==> src/rtl/mem_arbiter_pkg.sv <==
// Shared types and size encodings for the memory-port arbiter.
// FSM states, owner tags and store-size helpers.
package mem_arbiter_pkg;

    typedef enum logic [1:0] {
        IDLE,
        ACCESS,
        RESP
    } arb_state_e;

    typedef enum logic {
        OWNER_IF,
        OWNER_D
    } arb_owner_e;

    localparam logic [1:0] SIZE_BYTE = 2'b00;
    localparam logic [1:0] SIZE_HALF = 2'b01;
    localparam logic [1:0] SIZE_WORD = 2'b11;

    // 2'b10 has no meaning to mem; treat it as a full word.
    function automatic logic [1:0] fix_size(input logic [1:0] s);
        return (s == 2'b10) ? SIZE_WORD : s;
    endfunction

endpackage

==> src/rtl/mem_arbiter_sel.sv <==
// Two-way one-hot grant selector, data over fetch by default.
// MEM_ARBITER_RR_EN: ties go to the requester that lost last time.
module mem_arbiter_sel
    import mem_arbiter_pkg::*;
(
    input  logic       if_req,
    input  logic       d_req,
    input  arb_owner_e last_win,
    output logic       if_gnt,
    output logic       d_gnt
);

    logic pick_if;

`ifdef MEM_ARBITER_RR_EN
    assign pick_if = (last_win == OWNER_D);
`else
    logic sel_unused;
    assign sel_unused = ^last_win;
    assign pick_if    = 1'b0;
`endif

    always_comb begin
        if_gnt = 1'b0;
        d_gnt  = 1'b0;
        unique case (1'b1)
            (if_req && d_req): begin
                if_gnt = pick_if;
                d_gnt  = !pick_if;
            end
            (d_req && !if_req): d_gnt  = 1'b1;
            (if_req && !d_req): if_gnt = 1'b1;
            default: ;
        endcase
    end

endmodule

==> src/rtl/mem_arbiter.sv <==
// Fetch/LSU arbiter and sequencer for the single combinational mem port.
// Define MEM_ARBITER_RR_EN for round-robin tie breaking.
module mem_arbiter
    import mem_arbiter_pkg::*;
#(
    parameter int BITSIZE = 32,
    parameter int ADDR_W  = 32
) (
    input  logic               clk,
    input  logic               reset_i,
    input  logic               if_req_i,
    input  logic [ADDR_W-1:0]  if_addr_i,
    output logic               if_gnt_o,
    output logic               if_rvalid_o,
    output logic [BITSIZE-1:0] if_rdata_o,
    input  logic               d_req_i,
    input  logic [ADDR_W-1:0]  d_addr_i,
    input  logic               d_we_i,
    input  logic [1:0]         d_size_i,
    input  logic [BITSIZE-1:0] d_wdata_i,
    output logic               d_gnt_o,
    output logic               d_rvalid_o,
    output logic [BITSIZE-1:0] d_rdata_o,
    output logic [ADDR_W-1:0]  mem_addr_o,
    output logic [BITSIZE-1:0] mem_data_o,
    output logic               mem_write_o,
    output logic [1:0]         mem_write_size_o,
    output logic               mem_valid_o,
    input  logic [BITSIZE-1:0] mem_data_i,
    input  logic               mem_valid_i
);

    arb_state_e state, state_n;
    arb_owner_e owner;
    arb_owner_e last_win;
    logic       sel_if, sel_d;
    logic       arb_ok;

`ifndef MEM_ARBITER_RR_EN
    assign last_win = OWNER_IF;
`endif

    mem_arbiter_sel u_sel (
        .if_req   (if_req_i),
        .d_req    (d_req_i),
        .last_win (last_win),
        .if_gnt   (sel_if),
        .d_gnt    (sel_d)
    );

    always_comb begin
        arb_ok      = !reset_i && (state == IDLE || state == RESP);
        if_gnt_o    = arb_ok && sel_if;
        d_gnt_o     = arb_ok && sel_d;
        if_rvalid_o = (state == RESP) && (owner == OWNER_IF);
        d_rvalid_o  = (state == RESP) && (owner == OWNER_D);
        mem_valid_o = (state == ACCESS);
        state_n     = state;
        unique case (state)
            IDLE, RESP: state_n = (if_gnt_o || d_gnt_o) ? ACCESS : IDLE;
            ACCESS:     if (mem_valid_i) state_n = RESP;
            default:    state_n = IDLE;
        endcase
    end

    always_ff @(posedge clk) begin
        if (reset_i) begin
            state            <= IDLE;
            owner            <= OWNER_IF;
            mem_addr_o       <= '0;
            mem_data_o       <= '0;
            mem_write_o      <= 1'b0;
            mem_write_size_o <= 2'b00;
            if_rdata_o       <= '0;
            d_rdata_o        <= '0;
`ifdef MEM_ARBITER_RR_EN
            last_win         <= OWNER_IF;
`endif
        end else begin
            state <= state_n;
            if (d_gnt_o) begin
                owner            <= OWNER_D;
                mem_addr_o       <= d_addr_i;
                mem_data_o       <= d_wdata_i;
                mem_write_o      <= d_we_i;
                mem_write_size_o <= fix_size(d_size_i);
            end else if (if_gnt_o) begin
                owner            <= OWNER_IF;
                mem_addr_o       <= if_addr_i;
                mem_write_o      <= 1'b0;
                mem_write_size_o <= SIZE_WORD;
            end
`ifdef MEM_ARBITER_RR_EN
            if (d_gnt_o || if_gnt_o)
                last_win <= d_gnt_o ? OWNER_D : OWNER_IF;
`endif
            if (state == ACCESS && mem_valid_i) begin
                if (owner == OWNER_D) d_rdata_o  <= mem_data_i;
                else                  if_rdata_o <= mem_data_i;
            end
        end
    end

endmodule

==> config.mk <==
export PLATFORM = sky130hd
export DESIGN_NAME = mem_arbiter
export DESIGN_NICKNAME = d
export VERILOG_FILES = /design/src/rtl/mem_arbiter_pkg.sv /design/src/rtl/mem_arbiter_sel.sv /design/src/rtl/mem_arbiter.sv
export SDC_FILE = /design/constraint.sdc
export NUM_CORES = 1
export LEC_CHECK = 0
export ABC_CLOCK_PERIOD_IN_PS = 1500
export CAP_MARGIN = 20
export CORE_UTILIZATION = 40
export CTS_CLUSTER_SIZE = 24
export DETAILED_ROUTE_END_ITERATION = 16
export GPL_TIMING_DRIVEN = 0
export HOLD_SLACK_MARGIN = 0.08
export PLACE_DENSITY = 0.82
export SYNTH_ARGS = -nofsm -noshare
export SYNTH_HDL_FRONTEND = slang
export SYNTH_SLANG_ARGS = --single-unit
==> constraint.sdc <==
create_clock -name clk -period 1.5 [get_ports clk]
set_input_delay 0.15 -clock clk [delete_from_list [all_inputs] [get_ports clk]]
set_output_delay 0.15 -clock clk [all_outputs]
set_load 0.05 [all_outputs]
==> results.yml <==
run_status:
  status: "finished, violations left"
  violations: "setup timing"
synthesis:
  syn-cell-area_um2: 5295
  synth_xor_area_frac: 0
  async_flop_share: 0
  synth-seq-cells: 134
  synth_seq_area_share: 0.5066
  synth_top_family_by_area: "compound AO/OA/AOI/OAI gates"
  syn_nets: 736
  synth_fa_ha_area_frac: 0
  ys.flop_type: "dfxtp_1"
  synth-compound-area-share: 0.2042
  synthCells: 600
  synth_warnings: 0
  yosysUniqueCellTypes: 29
  synth_area_per_cell_um2: 8.825
  muxShareOfSynthArea: 0.06049
  synth-edff-count: 0
  synth_simple_gate_area_frac: 0.1772
finish:
  fillers: 1083
  fin_nets: 1029
  layout_commonest_cell: "nand2_1"
  areaGrowthSynthToFinish_pct: 66.47
  diodes: 0
  drive_gt1_frac: 0.1225
  mostFrequentLayoutCells: "nand2_1, clkdlybuf4s50_1, dfxtp_1"
  design_area_um2: 8815
drt:
  routed_wl_um: 16780
  drtIter0Drc: 297
  vias: 5226
  drc: 0
  post_drt_wl_per_cell_um: 15.57
  viasPerCell: 4.848
  drtAntennaViolNets: 0
  drt_pass1_iterations: 4
power:
  pwr_density_cell_nw_per_um2: 1142
  ir_drop_v: 0.0007714
  p_leak_nw: 3.795
worst_hold_path:
  hold_depth: 3
  hold_path.class: "primary input to flop"
worst_setup_path:
  worstPathArrival_ps: 1400
  crit_start: "state[0]"
  cp_max_fo: 6
  path_buf_inv: 3
  crit_family: "buffers and inverters"
  r2r_start: "state[0]"
  endpoint_kind: "output pin"
  r2r-end: "mem_data_o[29]"
  cp_slowest_cell: "dfxtp_4"
  rrSetupSlack_ps: 30
  r2r_cells: 5
  worst-path-stages: 4
  crit_path_frequent_cell: "buf_8"
  critPathKind: "flop to output pin"
  critPathLaunchType: "flop"
  cp_cell_sequence: "nor3b_4, buf_6, buf_8, buf_8"
  crit_path_end: "d_gnt_o"
  crit_required_ps: 1350
  cpPeakStageDelay_ps: 360
global_routing:
  antenna_found_initial: 0
  track_usage: 0.2424
  grt_pass1_wl_um: 24970
  first_global_vias: 5038
  grt_overflow: 0
  grt_max_degree: 17
floorplan:
  die_y_um: 117.1
  ios: 272
  initial_core_util: 0.4145
  placementRows: 41
  design.core.area_um2: 12770
  dieWidth_um: 117.1
  dieArea_um2: 13700
cts:
  clockBufferDepth: 2
  cts.sinks: 134
  clkTransAtPathRegs_ps: 50
  insertion_delay_ps: 410
  cts_buffers: 17
  cts_tree: "yes"
  cts-htree-levels: 4
  cts_root_buf: "clkbuf_16"
sta:
  finalCriticalPeriod_ps: 1548
  worst_slack_ps: -47.78
  clock_skew_ps: 4.711
  relSlewSlack: 0.5272
  worst_slew_pin_slew_ps: 709.2
  rsz0062_at_grt: "true"
  setup_viol: 1
  setup_tns_ps: -47.78
  fin_crit_sh: 1.032
  drv_slew: 0
  hold_violations: 0
  fmax_mhz: 646.1
placement:
  portBuffers: 270
  preCtsSetupSlack_ps: -1131
  place_area_um2: 8227
  gp_congestion: 0.7292
  place.detailed.hpwl_um: 12340
job:
  drv_cap: 0
-- Yosys cell counts (2+ instances only) --
| master | count | share of area |
|---|---|---|
| o21ai_1 | 32 | 0.030 |
| nor2b_1 | 2 | 0.0024 |
| a211oi_1 | 3 | 0.0043 |
| a21oi_1 | 100 | 0.095 |
| nor3b_1 | 3 | 0.0043 |
| a211oi_2 | 30 | 0.071 |
| nand2_1 | 161 | 0.11 |
| buf_1 | 3 | 0.0021 |
| inv_1 | 3 | 0.0021 |
| dfxtp_1 | 134 | 0.51 |
| nand2b_1 | 33 | 0.039 |
| mux2i_1 | 32 | 0.060 |
| buf_2 | 14 | 0.013 |
| clkbuf_1 | 30 | 0.021 |
| buf_6 | 6 | 0.013 |
-- through the flow --
| stage | instances | power (W) | utilization | hold slack, ps |
|---|---|---|---|---|
| after floorplan | 600 | 0.005106 | - | 264.6 |
| final | 1078 | 0.01007 | 0.6901 | 185.1 |
| after detailed placement | 1042 | 0.006003 | 0.6440 | 445.3 |
| after CTS | 1076 | 0.01013 | 0.6843 | 172.4 |
| after global placement | 1042 | 0.005980 | 0.6440 | 440.8 |
| after global routing | 1078 | 0.01045 | 0.6901 | 185.8 |
-- repair_timing --
item,CTS,global route
resized for setup,191,37
gates cloned,0,0
endpoints found under the hold margin,1,0
buffers inserted,1,5
endpoints found under the setup margin,269,98
hold buffers,1,0
pin swaps,2,1
-- final cells by class --
| cell class | instances | area (um^2) | area share |
|---|---|---|---|
| Sequential cell | 134 | 2688 | 0.3049 |
| Buffer | 50 | 311.5 | 0.03534 |
| Clock buffer | 24 | 481.7 | 0.05465 |
| Tap cell | 172 | 215.2 | 0.02441 |
| Inverter | 3 | 11.26 | 0.001278 |
| Clock inverter | 8 | 121.4 | 0.01377 |
| Timing Repair Buffer | 277 | 2610 | 0.2961 |
| Multi-Input combinational cell | 410 | 2376 | 0.2696 |
-- cell families after synthesis --
group                  count (synthesis)
and+or+nand+nor                      210
buffers and inverters                 56
DFF                                  134
AOI/OAI and AO/OA                    168
muxes                                 32
-- worst min-delay path by stage --
stage	start	end	slack (ps)
3_5_place_dp	if_rdata_o[4]	if_rdata_o[4]	450
2_1_floorplan	d_wdata_i[0]	mem_data_o[0]	260
5_1_grt	d_req_i	mem_addr_o[1]	190
3_3_place_gp	if_rdata_o[3]	if_rdata_o[3]	440
6_report	d_req_i	mem_addr_o[1]	190
4_1_cts	d_req_i	mem_addr_o[1]	170
-- power by group --
| group | leakage [nW] | switching, W | internal, W |
|---|---|---|---|
| registers | 1.10 | 0.0000983 | 0.00375 |
| logic | 2.40 | 0.00123 | 0.000776 |
| clock network | 0.294 | 0.00147 | 0.00274 |
| total | 3.79 | 0.00280 | 0.00727 |
-- flip-flops by register name (all words and copies together) (netlist names) --
name	flops
mem_write_o	1
state	2
mem_write_size_o	2
if_rdata_o	32
owner	1
mem_data_o	32
d_rdata_o	32
mem_addr_o	32
-- routing by layer --
| metal | share of wire | routed length (um) | vias to the layer above | GRT usage |
|---|---|---|---|---|
| met2 | 0.49 | 8185 | 194 | 0.4166 |
| li1 | - | - | 2619 | - |
| met5 | 0 | 0 | - | 0 |
| met4 | 0.031 | 520 | 0 | 0.1207 |
| met3 | 0.079 | 1322 | 37 | 0.07930 |
| met1 | 0.40 | 6756 | 2376 | 0.2696 |
-- worst register-to-register path, stage by stage (launching register included) --
cell	delay, ps
dfxtp_4	360
nor3b_4	240
buf_4	150
buf_4	110
clkbuf_1	340
o21ai_1	150
Note: power is estimated with default switching activity, not from simulation.
